[src/rtl/cram_loader.sv]
// cram_loader: serial CRAM chain loader; define CRAM_READBACK_EN for the CRC readback (VERIFY) pass
module cram_loader #(
  parameter int WORD_WIDTH = 8,
  parameter int CHAIN_LEN  = 1024
) (
  input  logic                  clk,
  input  logic                  rst,
  input  logic                  start,
  input  logic [WORD_WIDTH-1:0] word_in,
  input  logic                  word_valid,
  output logic                  word_ready,
  output logic                  config_en,
  output logic                  config_data_out,
  input  logic                  config_data_in,
  output logic                  busy,
  output logic                  done,
  output logic                  error
);
  localparam int CW = $clog2(CHAIN_LEN + WORD_WIDTH + 1);
  localparam int LW = $clog2(WORD_WIDTH + 1);
`ifdef CRAM_READBACK_EN
  typedef enum logic [1:0] {IDLE, LOAD, DONE, VERIFY} state_t;
`else
  typedef enum logic [1:0] {IDLE, LOAD, DONE} state_t;
`endif
  state_t state, state_n;
  logic [LW-1:0] bits_left, left_n;
  logic [CW-1:0] bits_sent, sent_n;
  logic [WORD_WIDTH-1:0] sr, sr_n;
  logic data_q, ready_n, en_n, data_n, busy_n, done_n, shifting_n, sending, hs;
  assign sending = state == LOAD && bits_left != '0;
  assign hs = word_valid && word_ready;
  always_ff @(posedge clk or posedge rst)
    if (rst) begin
      state      <= IDLE;
      bits_left  <= '0;
      bits_sent  <= '0;
      sr         <= '0;
      word_ready <= 1'b0;
      config_en  <= 1'b0;
      data_q     <= 1'b0;
      busy       <= 1'b0;
      done       <= 1'b0;
    end else begin
      state      <= state_n;
      bits_left  <= left_n;
      bits_sent  <= sent_n;
      sr         <= sr_n;
      word_ready <= ready_n;
      config_en  <= en_n;
      data_q     <= data_n;
      busy       <= busy_n;
      done       <= done_n;
    end
  always_comb begin
    state_n = state;
    left_n  = bits_left;
    sent_n  = bits_sent;
    sr_n    = sr;
    case (state)
      IDLE: if (start) begin
        state_n = LOAD;
        left_n  = '0;
        sent_n  = '0;
      end
      LOAD: begin
        sent_n = bits_sent + CW'(sending);
        left_n = hs ? LW'(WORD_WIDTH) : bits_left - LW'(sending);
        sr_n   = hs ? word_in : sr << 1;
        if (sent_n == CW'(CHAIN_LEN)) begin
`ifdef CRAM_READBACK_EN
          state_n = VERIFY;
`else
          state_n = DONE;
`endif
          left_n = '0;
          sent_n = '0;
        end
      end
`ifdef CRAM_READBACK_EN
      VERIFY: begin
        sent_n  = bits_sent + CW'(1);
        state_n = bits_sent == CW'(CHAIN_LEN - 1) ? DONE : VERIFY;
      end
`endif
      default: state_n = IDLE;
    endcase
  end
  // outputs are computed from next-state values so every one leaves a flop
  always_comb begin
    shifting_n = state_n == LOAD && left_n != '0;
    ready_n    = state_n == LOAD && left_n <= LW'(1) && (sent_n + CW'(left_n)) < CW'(CHAIN_LEN);
    data_n     = shifting_n && sr_n[WORD_WIDTH-1];
    busy_n     = state_n != IDLE;
    done_n     = state_n == DONE;
`ifdef CRAM_READBACK_EN
    en_n = shifting_n || state_n == VERIFY;
`else
    en_n = shifting_n;
`endif
  end
`ifdef CRAM_READBACK_EN
  logic [15:0] crc_tx, crc_rx, rx_n;
  logic accept;
  function automatic logic [15:0] crc_step(input logic [15:0] c, input logic b);
    return {c[14:0], 1'b0} ^ ((c[15] ^ b) ? 16'h1021 : 16'h0000);
  endfunction
  assign accept = state == IDLE && start;
  assign rx_n = crc_step(crc_rx, config_data_in);
  // the chain tail loops straight back so CHAIN_LEN shifts restore the contents
  assign config_data_out = state == VERIFY ? config_data_in : data_q;
  always_ff @(posedge clk or posedge rst)
    if (rst) begin
      crc_tx <= '0;
      crc_rx <= '0;
      error  <= 1'b0;
    end else if (accept) begin
      crc_tx <= 16'hFFFF;
      crc_rx <= 16'hFFFF;
      error  <= 1'b0;
    end else begin
      if (sending) crc_tx <= crc_step(crc_tx, sr[WORD_WIDTH-1]);
      if (state == VERIFY) crc_rx <= rx_n;
      if (state == VERIFY && bits_sent == CW'(CHAIN_LEN - 1) && rx_n != crc_tx) error <= 1'b1;
    end
`else
  logic unused_data_in;
  assign unused_data_in = config_data_in;
  assign config_data_out = data_q;
  assign error = 1'b0;
`endif
endmodule
[config.mk]
export PLATFORM = sky130hd
export DESIGN_NAME = cram_loader
export DESIGN_NICKNAME = d
export VERILOG_FILES = /design/src/rtl/cram_loader.sv
export SDC_FILE = /design/constraint.sdc
export NUM_CORES = 1
export LEC_CHECK = 0
export BUFFER_PORTS_ARGS = -buffer_cell sky130_fd_sc_hd__buf_2
export CAP_MARGIN = 5
export CORE_MARGIN = 3
export CORE_UTILIZATION = 40
export CTS_CLUSTER_DIAMETER = 50
export DETAILED_ROUTE_END_ITERATION = 16
export HOLD_SLACK_MARGIN = 0.02
export PLACE_DENSITY = 0.6
export SKIP_CTS_REPAIR_TIMING = 1
export SLEW_MARGIN = 25
export SYNTH_ARGS = -nofsm -noshare
export SYNTH_HDL_FRONTEND = slang
export SYNTH_SLANG_ARGS = --single-unit
[constraint.sdc]
create_clock -name clk -period 4 [get_ports clk]
set_input_delay 0.2 -clock clk [delete_from_list [all_inputs] [get_ports clk]]
set_output_delay 0.2 -clock clk [all_outputs]
set_load 0.01 [all_outputs]
# Yosys cells after proc, flatten, opt, wreduce, memory -nomap -nowiden
# Cells that the tools add are included.
# word_totals
regBits	30
input_bits	13
out_inout_bits	6
elab_cells	41
# op_classes
addsub	3
n_lt_le_gt_ge	2
n_eq_ne	4
mux	12
n_reduce_logical	10
# ops
op	n
$mux 11	2
$pmux 11 s2	1
$mux 8	2
$mux 4	3
$add 11x1->11	1
$add 11x4->11	1
$eq 11x11->1 const B	1
$lt 11x11->1 const B	1
$pmux 4 s2	1
$reduce_bool 4->1	2
$logic_and 1x1->1	6
$eq 2x1->1 const B	2
$le 4x1->1 const B	1
$mux 2	2
$pmux 2 s2	1
$sub 4x1->4	1
$eq 2x2->1 const B	1
$logic_not 2->1	1
$reduce_bool 2->1	1

# Logic depth before layout (Yosys ltp)
# Gate-level depths: netlist (run 1).
# logic_depth
ltp_word	9
mapped_depth	23
mapped_depth_nobuf	20

# Worst setup path after synthesis (run 1)
# No wires, ideal clock.
# synth_timing
kind	reg-to-reg
startpoint	reg state[0]
endpoint	reg word_ready
arrival_ns	4.095
t_required_ns	3.920
setup_slack_ns	-0.175
path_stages_with_launch	24
path_buffers	3
period_less_slack_ns	4.175
path_cell_list	dfrtp_1 > nand2b_1 > clkbuf_1 > clkbuf_1 > clkbuf_1 > a21oi_1 > ha_1 > ha_1 > and2_2 > a21oi_1 > o31ai_2 > nand4_4 > nand3_2 > o21ai_0 > nand2_1 > o21ai_0 > ha_1 > o21ai_0 > nand2b_1 > and3_1 > nand4b_1 > a21oi_1 > xor2_1 > nor3b_2
# synth_via
elab_chain_len	9
elab_cells_between_ends	20
cone_classes	3 x add/sub; 2 x order compare; 3 x eq/ne; 8 x mux; 4 x reduce/logical
# synth_rtl
element	line	rtl
start: declaration	26	state_t state, state_n;
start signal: assignment	45	state <= state_n;
$eq 2x1->1	31, 60	
$logic_and 1x1->1	31	assign sending = state == LOAD && bits_left != '0;
$add 11x1->11 / $sub 4x1->4 (equally long branches)	67, 68	
$eq 11x11->1 / $mux 4 (equally long branches)	70, 68	
$mux 4	70	if (sent_n == CW'(CHAIN_LEN)) begin
$pmux 4 s2 (*)	60	case (state)
via left_n[2]	27	logic [LW-1:0] bits_left, left_n;
$add 11x4->11 / $le 4x1->1 (equally long branches)	92	ready_n = state_n == LOAD && left_n <= LW'(1) && (sent_n + CW'(left_n)) < CW'(CHAIN_LEN);
$lt 11x11->1 / $logic_and 1x1->1 (equally long branches)	92	
$logic_and 1x1->1 (*)	92	
via ready_n	30	logic data_q, ready_n, en_n, data_n, busy_n, done_n, shifting_n, sending, hs;
end signal: assignment	49	word_ready <= ready_n;
end: declaration	11	output logic word_ready,
# The timed path passes the listed nets; every way through them passes the cells marked *.
# A chain may end at the register's enable or synchronous reset.

# Worst setup path after layout (run 1)
# layout_timing
startpoint	reg state[1]
endpoint	reg word_ready
# Same word-level chain as after synthesis.

==> impl_metrics.toml, run 1 <==
[run_status]
run_status = "finished clean"

[synthesis]
synth_top_cell_by_area = "dfrtp_1"
synth-adder-area-share_pct = 4.96
ys_ff_latch = 30
synth.top_cell.area_share_pct = 42.5
yosys_warnings = 0
ys.flop_type = "dfrtp_1"
synth_top_family_by_area = "compound AO/OA/AOI/OAI gates"
syn_area_per_cell_um2 = 9.45
syn-num-nets = 207
synth_top_cells_by_count = "30 x dfrtp_1, 21 x nand2_1, 20 x o21ai_0"
synthXorXnorAreaFrac_pct = 1.98
synth_area_leaders = "dfrtp_1 42%, o21ai_0 5.7%, ha_1 5.0%, nand2_1 4.5%, mux2i_1 4.0%"
synth_cells = 187
synth_compound_area_share_pct = 22.0
synthMostInstantiatedCell = "dfrtp_1"
synth_area_mm2 = 0.00177
ys_seq_area_share_pct = 42.5
async_flop_share_pct = 100
synth.area.mux_share_pct = 3.97
synth-simple-area-share_pct = 20.2
synth_edf_count = 0
ys_types = 49

[place]
post-dp-hpwl_um = 2920
dpl-instance-area_mm2 = 0.00190
portBuffers = 16
pre_cts_ws_ns = 0.123
gp_congestion = 0.904

[timing]
fin_ws_ns = 0.242
slew_headroom_pct = 58.8
report.final.slew_viol_count = 0
skew_ns = 0.00901
hold_viol = 0
finalCritPeriodShare_pct = 93.9
worst_slew_pin_slew_ns = 0.616
fin_crit_ns = 3.76
setup_viol = 0
fmax_ghz = 0.266

[power]
p_leak_nw = 0.976
powerDensity_mw_per_mm2 = 807
peakVddDrop_mv = 0.313

[grt]
antenna_found_initial = 0
grt.overflow.total = 0
grt_pass1_vias = 1518
grt_max_degree = 32
grt_usage_pct = 16.9
grt_pass1_wl_um = 6840

[flow_run]
maxCapViolations = 0

[clock_network]
cts_max_path_buffers = 2
clock-root-buffer = "clkbuf_8"
clock-sinks = 30
cts_tree = "done"
insertion_delay_ns = 0.29
cts_made_buffers = 5
cts_htree_levels = 2
path_clk_slew_ns = 0.07

[finish]
syn2layout_area_growth_pct = 17.6
fin_area_mm2 = 0.00208
fill_cells = 405
multiInputGateArea_um2 = 982
antenna_cells = 0
final_core_util_pct = 50.1
finalNetCount = 229
seq_area_um2 = 751
drive_above_1_share_pct = 23.0

[setup_path]
cp.required_ns = 4.21
path_cells = "nand2b_1 -> a21oi_2 -> ha_4 -> ha_4 -> and2_2 -> a21oi_1 -> o31ai_2 -> nand4_4 -> buf_4 -> o21ai_2 -> inv_1 -> ha_1 -> a2111oi_1 -> a21oi_2 -> xor2_1 -> nor3b_2"
cp_slowest_cell = "a2111oi_1"
criticalPathCategory = "reg -> reg"
endpoint_kind = "flip-flop"
cp_top_family = "compound AO/OA/AOI/OAI gates"
r2r-start = "state[1]$_DFF_PP0_"
crit_path_max_fanout = 7
arrival_ns = 3.97
cp.buffers_inverters = 2
start_kind = "flip-flop"
slowest_delay_ns = 0.54
startpoint = "state[1]$_DFF_PP0_"

[detailed_routing]
vias = 1494
firstDrtPassIters = 4
via_per_inst = 5.77
ant_nets = 0
drc_errors = 0
wl_um = 4180
drtIter0Drc = 76
wire_per_inst_um = 16.2

[die]
ios = 19
die_w_um = 72.5
fp.coreArea_mm2 = 0.00414
start_util_pct = 42.6
die_h_um = 72.5
rows = 23
dieArea_mm2 = 0.00525

[min_path]
min-delay-start = "word_in[0]"
min_path_type = "in -> reg"
-- per-layer routing --
layer	up-vias	global-route usage, %	wire length (um)
met1	741	20.1	1850
li1	717	-	-
met2	27	29.0	2090
met4	0	6.56	90
met5	-	0	0
met3	9	4.71	153
-- kinds of logic (layout without fill, tap and decap cells) --
| family | after synthesis | count (layout) |
|---|---|---|
| other cells | 1 | 1 |
| compound gates | 55 | 55 |
| xor+xnor | 4 | 4 |
| buf+inv | 16 | 38 |
| flops | 30 | 30 |
| mux | 7 | 7 |
| simple gates | 67 | 67 |
| fa+ha+maj | 7 | 7 |
-- placed cells by master (no fill, tap or decap), types with 2 or more instances in the layout --
cell       n
o22ai_2    2
o21ai_1    4
inv_1      6
dfrtp_1   30
o21ai_0   20
and3_1     4
xor2_1     2
o21ai_2    2
a21oi_2    2
nand4_1    5
a31oi_1    3
o31ai_1    2
and2_1     2
nor4_1     2
buf_2     16
ha_1       5
nor2_1    13
nand2_1   21
clkbuf_8   6
ha_4       2
a21oi_1    3
xnor2_1    2
nand2b_1   5
nand3_1    6
buf_4      7
a22o_1     4
o21a_1     2
mux2i_1    7
-- worst paths after layout --
check | to | slack, ns | depth (start not counted)
setup / recovery | word_ready$_DFF_PP0_ | 0.24 | 16
hold / removal | sr[0]$_DFFE_PP0N_ | 0.14 | 2
setup reg to reg | word_ready$_DFF_PP0_ | 0.24 | 16
hold reg to reg | sr[5]$_DFFE_PP0N_ | 0.49 | 2
max in group asynchronous | bits_sent[7]$_DFF_PP0_ | 3.17 | 4
min in group asynchronous | bits_sent[0]$_DFF_PP0_ | 0.54 | 4
-- through the flow --
| step | total power [mW] | cells | hold slack [ns] | TNS, ns |
|---|---|---|---|---|
| 4_1_cts | 1.59 | 256 | -0.0104 | 0 |
| 6_report | 1.68 | 259 | 0.137 | 0 |
| 3_5_place_dp | 1.27 | 249 | 0.301 | 0 |
| 2_1_floorplan | 1.09 | 187 | 0.291 | 0 |
| 3_3_place_gp | 1.24 | 249 | 0.295 | 0 |
| 5_1_grt | 1.81 | 259 | 0.143 | -0.0611 |
-- layout make-up --
class,instances,share of cell area (%)
flip-flops and latches,30,36.1
repair buffers,24,6.87
multi-input cells,141,47.3
well taps,50,3.01
clock inverters,1,1.45
inverters,7,1.27
clock buffers,6,3.98
-- power breakdown --
| part | internal [mW] | total (mW) | switching [mW] |
|---|---|---|---|
| Clock | 0.199 | 0.318 | 0.119 |
| Combinational | 0.372 | 0.839 | 0.466 |
| Sequential | 0.412 | 0.521 | 0.108 |
| Total | 0.984 | 1.68 | 0.694 |
-- flip-flops by register name, summed over array words and instances (netlist names) --
| name | count |
|---|---|
| config_en | 1 |
| state | 2 |
| bits_sent | 11 |
| word_ready | 1 |
| done | 1 |
| config_data_out | 1 |
| busy | 1 |
| bits_left | 4 |
| sr | 8 |
(Power assumes the default switching activity.)
==> inputs of run 2 (changes only) <==
--- a/config.mk
+++ b/config.mk
@@ -8,11 +8,11 @@
 export BUFFER_PORTS_ARGS = -buffer_cell sky130_fd_sc_hd__buf_2
 export CAP_MARGIN = 5
 export CORE_MARGIN = 3
-export CORE_UTILIZATION = 40
+export CORE_UTILIZATION = 52
 export CTS_CLUSTER_DIAMETER = 50
 export DETAILED_ROUTE_END_ITERATION = 16
 export HOLD_SLACK_MARGIN = 0.02
-export PLACE_DENSITY = 0.6
+export PLACE_DENSITY = 0.75
 export SKIP_CTS_REPAIR_TIMING = 1
 export SLEW_MARGIN = 25
 export SYNTH_ARGS = -nofsm -noshare
==> impl_metrics.toml, run 2 (synthesized netlist as in run 1, its figures left out) <==
[run_status]
run_status = "finished clean"

[grt]
grt_max_degree = 32
grt_usage_pct = 22.0
grt_pass1_vias = 1465
grt_pass1_wl_um = 7040
grt.overflow.total = 0
antenna_found_initial = 0

[place]
post-dp-hpwl_um = 2780
dpl-instance-area_mm2 = 0.00187
portBuffers = 16
gp_congestion = 0.887

[setup_path]
slowest_delay_ns = 0.40
endpoint_kind = "flip-flop"
r2r_slack_ns = 0.16
path_cells = "nand2b_1 -> a21oi_2 -> ha_4 -> ha_4 -> and2_2 -> a21oi_1 -> o31ai_2 -> nand4_4 -> nand3_4 -> o21ai_0 -> nand2_1 -> o21ai_0 -> ha_1 -> o21ai_0 -> nand2b_1 -> and3_1 -> nand4b_1 -> a21oi_1 -> xor2_1 -> nor3b_2"
arrival_ns = 4.11
cp.buffers_inverters = 0
cp_top_family = "simple AND/OR/NAND/NOR gates"
cpMostUsedCell = "o21ai_0"
cp.required_ns = 4.27
criticalPathCategory = "reg -> reg"
cp_slowest_cell = "dfrtp_1"
start_kind = "flip-flop"
crit_path_max_fanout = 7

[finish]
top_register = "bits_sent"
final_common_cell = "dfrtp_1"
syn2layout_area_growth_pct = 16.1
multiInputGateArea_um2 = 980
seq_area_um2 = 751
final_cell_mix = "30 x dfrtp_1, 21 x nand2_1, 20 x o21ai_0, 16 x buf_2, 12 x nor2_1"
top_regs = "bits_sent x11, sr x8, bits_left x4"
fin_area_mm2 = 0.00205
largest_reg_flops = 11
finalNetCount = 227
final_core_util_pct = 65.0
fill_cells = 270
drive_above_1_share_pct = 23.1
antenna_cells = 0

[clock_network]
clock-sinks = 30
cts_htree_levels = 2
cts_max_path_buffers = 2
cts_tree = "done"
path_clk_slew_ns = 0.11
clock-root-buffer = "clkbuf_4"
insertion_delay_ns = 0.35
cts_made_buffers = 5

[detailed_routing]
firstDrtPassIters = 4
drc_errors = 0
wl_um = 4140
via_per_inst = 5.99
drtIter0Drc = 120
wire_per_inst_um = 16.4
vias = 1509
ant_nets = 0

[flow_run]
maxCapViolations = 0

[die]
die_w_um = 64.3
dieArea_mm2 = 0.00413
start_util_pct = 56.0
rows = 20
fp.coreArea_mm2 = 0.00315
die_h_um = 64.3
ios = 19

[power]
peakVddDrop_mv = 0.343
p_leak_nw = 0.966
powerDensity_mw_per_mm2 = 818

[timing]
skew_ns = 0.0169
setup_viol = 0
fmax_ghz = 0.261
slew_headroom_pct = 58.2
worst_slew_pin_slew_ns = 0.625
finalCritPeriodShare_pct = 95.9
hold_viol = 0
report.final.slew_viol_count = 0
fin_crit_ns = 3.84
fin_setup_tns_ns = 0

[min_path]
min_path_type = "in -> reg"
==> run 2: power by group <==
part	switching (mW)	internal (mW)
Combinational	0.469	0.356
Clock	0.118	0.212
Sequential	0.111	0.411
Total	0.699	0.978
==> run 2: final timing paths <==
kind | start | endpoint | cells past startpoint
setup / recovery | state[1]$_DFF_PP0_ | word_ready$_DFF_PP0_ | 20
hold / removal | word_in[0] | sr[0]$_DFFE_PP0N_ | 2
setup reg to reg | state[1]$_DFF_PP0_ | word_ready$_DFF_PP0_ | 20
hold reg to reg | sr[2]$_DFFE_PP0N_ | sr[2]$_DFFE_PP0N_ | 2
max in group asynchronous | rst | bits_sent[7]$_DFF_PP0_ | 3
min in group asynchronous | rst | bits_left[3]$_DFF_PP0_ | 3
==> run 2: layout make-up <==
cell class	instances	share of cell area, %
Clock buffer	6	2.50
Clock inverter	2	2.93
Inverter	7	1.28
Multi-Input combinational cell	141	47.8
Sequential cell	30	36.6
Tap cell	44	2.68
Timing Repair Buffer	22	6.22
==> run 2: per-stage QoR <==
stage / hold slack [ns] / power, mW / setup WS, ns / cells
4_1_cts: -0.0569 / 1.59 / -0.0258 / 248
2_1_floorplan: 0.291 / 1.09 / 0.0188 / 187
6_report: 0.0888 / 1.68 / 0.164 / 252
3_3_place_gp: 0.422 / 1.21 / 0.127 / 240
3_5_place_dp: 0.317 / 1.26 / 0.00947 / 240
5_1_grt: 0.0834 / 1.83 / -0.0893 / 252
==> run 2: per-layer routing <==
metal	GRT usage, %	part of all wire, %
met1	29.1	43
met2	35.7	49
met3	3.69	5.6
met5	0	0
met4	9.23	1.6
==> run 2: worst reg2reg max path: cells and delay by family (launching register included) <==
kind | cells | cell delay (ns)
simple gates | 9 | 1.42
compound gates | 7 | 1.05
fa+ha+maj | 3 | 0.71
flops | 1 | 0.40
xor+xnor | 1 | 0.18
==> inputs of run 3 (changes only) <==
--- a/config.mk
+++ b/config.mk
@@ -5,7 +5,7 @@
 export SDC_FILE = /design/constraint.sdc
 export NUM_CORES = 1
 export LEC_CHECK = 0
-export BUFFER_PORTS_ARGS = -buffer_cell sky130_fd_sc_hd__buf_2
+export BUFFER_PORTS_ARGS = -buffer_cell sky130_fd_sc_hd__buf_4
 export CAP_MARGIN = 5
 export CORE_MARGIN = 3
 export CORE_UTILIZATION = 52
==> impl_metrics.toml, run 3 (synthesized netlist as in run 1, its figures left out) <==
[grt]
antenna_found_initial = 0
grt_pass1_vias = 1503
grt_usage_pct = 20.0
grt_pass1_wl_um = 6430
grt.overflow.total = 0
grt_max_degree = 32

[finish]
top_register = "bits_sent"
drive_above_1_share_pct = 23.1
final_cell_mix = "30 x dfrtp_1, 21 x nand2_1, 21 x buf_4, 19 x o21ai_0, 12 x nor2_1"
syn2layout_area_growth_pct = 17.4
fill_cells = 268
finalNetCount = 227
antenna_cells = 0
largest_reg_flops = 11
final_common_cell = "dfrtp_1"
fin_area_mm2 = 0.00207
top_regs = "bits_sent x11, sr x8, bits_left x4"

[timing]
hold_viol = 0
fmax_ghz = 0.269
skew_ns = 0.00642
slew_headroom_pct = 58.6
setup_viol = 0
fin_ws_ns = 0.282
worst_slew_pin_slew_ns = 0.620
report.final.slew_viol_count = 0
fin_crit_ns = 3.72
finalCritPeriodShare_pct = 93.0

[clock_network]
clock-sinks = 30
path_clk_slew_ns = 0.10
cts_htree_levels = 2
cts_tree = "done"
insertion_delay_ns = 0.34
cts_made_buffers = 5
clock-root-buffer = "clkbuf_4"
cts_max_path_buffers = 2

[die]
ios = 19
die_h_um = 64.3
fp.coreArea_mm2 = 0.00315
die_w_um = 64.3
start_util_pct = 56.0
dieArea_mm2 = 0.00413
rows = 20

[power]
swShare_pct = 40.3
p_leak_nw = 0.976
p_switching_uw = 657
seq_power_share_pct = 31.8
peakVddDrop_mv = 0.313
powerDensity_mw_per_mm2 = 786
p_clk_share_pct = 19.9
p_comb_share_pct = 48.3
internal-power_uw = 973

[setup_path]
cp_top_family = "compound AO/OA/AOI/OAI gates"
slowest_delay_ns = 0.52
cp_slowest_cell = "a2111oi_0"
path_cells = "nand2b_1 -> a21oi_2 -> ha_2 -> ha_4 -> and2_2 -> a21oi_1 -> o31ai_2 -> nand4_4 -> nand2_1 -> o21ai_0 -> nand2_1 -> o21ai_0 -> ha_1 -> a2111oi_0 -> a21oi_1 -> xor2_1 -> nor3b_2"
crit_path_max_fanout = 7
cp.required_ns = 4.27
endpoint_kind = "flip-flop"
arrival_ns = 3.99
cp.buffers_inverters = 0
start_kind = "flip-flop"
criticalPathCategory = "reg -> reg"

[detailed_routing]
firstDrtPassIters = 4
wire_per_inst_um = 15.1
wl_um = 3810
drc_errors = 0
ant_nets = 0
drtIter0Drc = 95
vias = 1497
via_per_inst = 5.94

[place]
dpl-instance-area_mm2 = 0.00191
gp_congestion = 0.870
pre_cts_ws_ns = 0.0910
post-dp-hpwl_um = 2700
portBuffers = 16

[run_status]
run_status = "finished clean"

[flow_run]
maxCapViolations = 0

[min_path]
min_path_type = "in -> reg"
-- run 3: per-stage QoR --
| step | hold WS, ns | util [%] | power, mW | instances | TNS [ns] |
|---|---|---|---|---|---|
| 6_report | 0.0867 | 65.8 | 1.63 | 252 | 0 |
| 5_1_grt | 0.0890 | 65.8 | 1.77 | 252 | -0.00262 |
| 3_5_place_dp | 0.327 | 60.6 | 1.26 | 240 | 0 |
| 2_1_floorplan | 0.291 | - | 1.09 | 187 | 0 |
| 3_3_place_gp | 0.423 | 60.6 | 1.22 | 240 | 0 |
| 4_1_cts | -0.0413 | 64.1 | 1.58 | 248 | 0 |
-- run 3: layout make-up --
| cell class | count | area, um2 | area share [%] |
|---|---|---|---|
| Clock buffer | 6 | 51.3 | 2.47 |
| Clock inverter | 2 | 60.1 | 2.90 |
| Inverter | 7 | 26.3 | 1.27 |
| Multi-Input combinational cell | 141 | 962 | 46.4 |
| Sequential cell | 30 | 751 | 36.2 |
| Tap cell | 44 | 55.1 | 2.66 |
| Timing Repair Buffer | 22 | 168 | 8.09 |
-- run 3: path summary, 6_finish.rpt --
path	startpoint	to	slack, ns	cells past startpoint
setup / recovery	state[1]$_DFF_PP0_	word_ready$_DFF_PP0_	0.28	17
hold / removal	word_in[0]	sr[0]$_DFFE_PP0N_	0.09	2
setup reg to reg	state[1]$_DFF_PP0_	word_ready$_DFF_PP0_	0.28	17
hold reg to reg	sr[4]$_DFFE_PP0N_	sr[4]$_DFFE_PP0N_	0.50	2
max in group asynchronous	rst	bits_sent[6]$_DFF_PP0_	3.10	3
min in group asynchronous	rst	bits_left[0]$_DFF_PP0_	0.50	3
-- run 3: worst reg2reg max path, delay by kind of cell, from the launching register on --
family / cells / cell delay, ns
xor gates and xnor gates: 1 / 0.18
and+or+nand+nor: 6 / 0.98
DFF: 1 / 0.40
AOI/OAI and AO/OA: 7 / 1.42
adders and majority gates: 3 / 0.68
-- run 3: metal layers --
layer  wire length, um  global-route usage (%)  vias up
li1                  -                       -      716
met2              1870                    32.5       39
met1              1670                    24.1      728
met4               119                    11.3        0
met3               150                    4.75       14
met5                 0                       0        -
-- run 3: power by group through the flow --
stage / Clock (mW) / Combinational [mW] / Sequential [mW]
global placement: 0 / 0.703 / 0.512
finish: 0.324 / 0.788 / 0.518
CTS: 0.327 / 0.746 / 0.512
global route: 0.341 / 0.898 / 0.533
detailed placement: 0 / 0.740 / 0.518
floorplan: 0 / 0.597 / 0.490
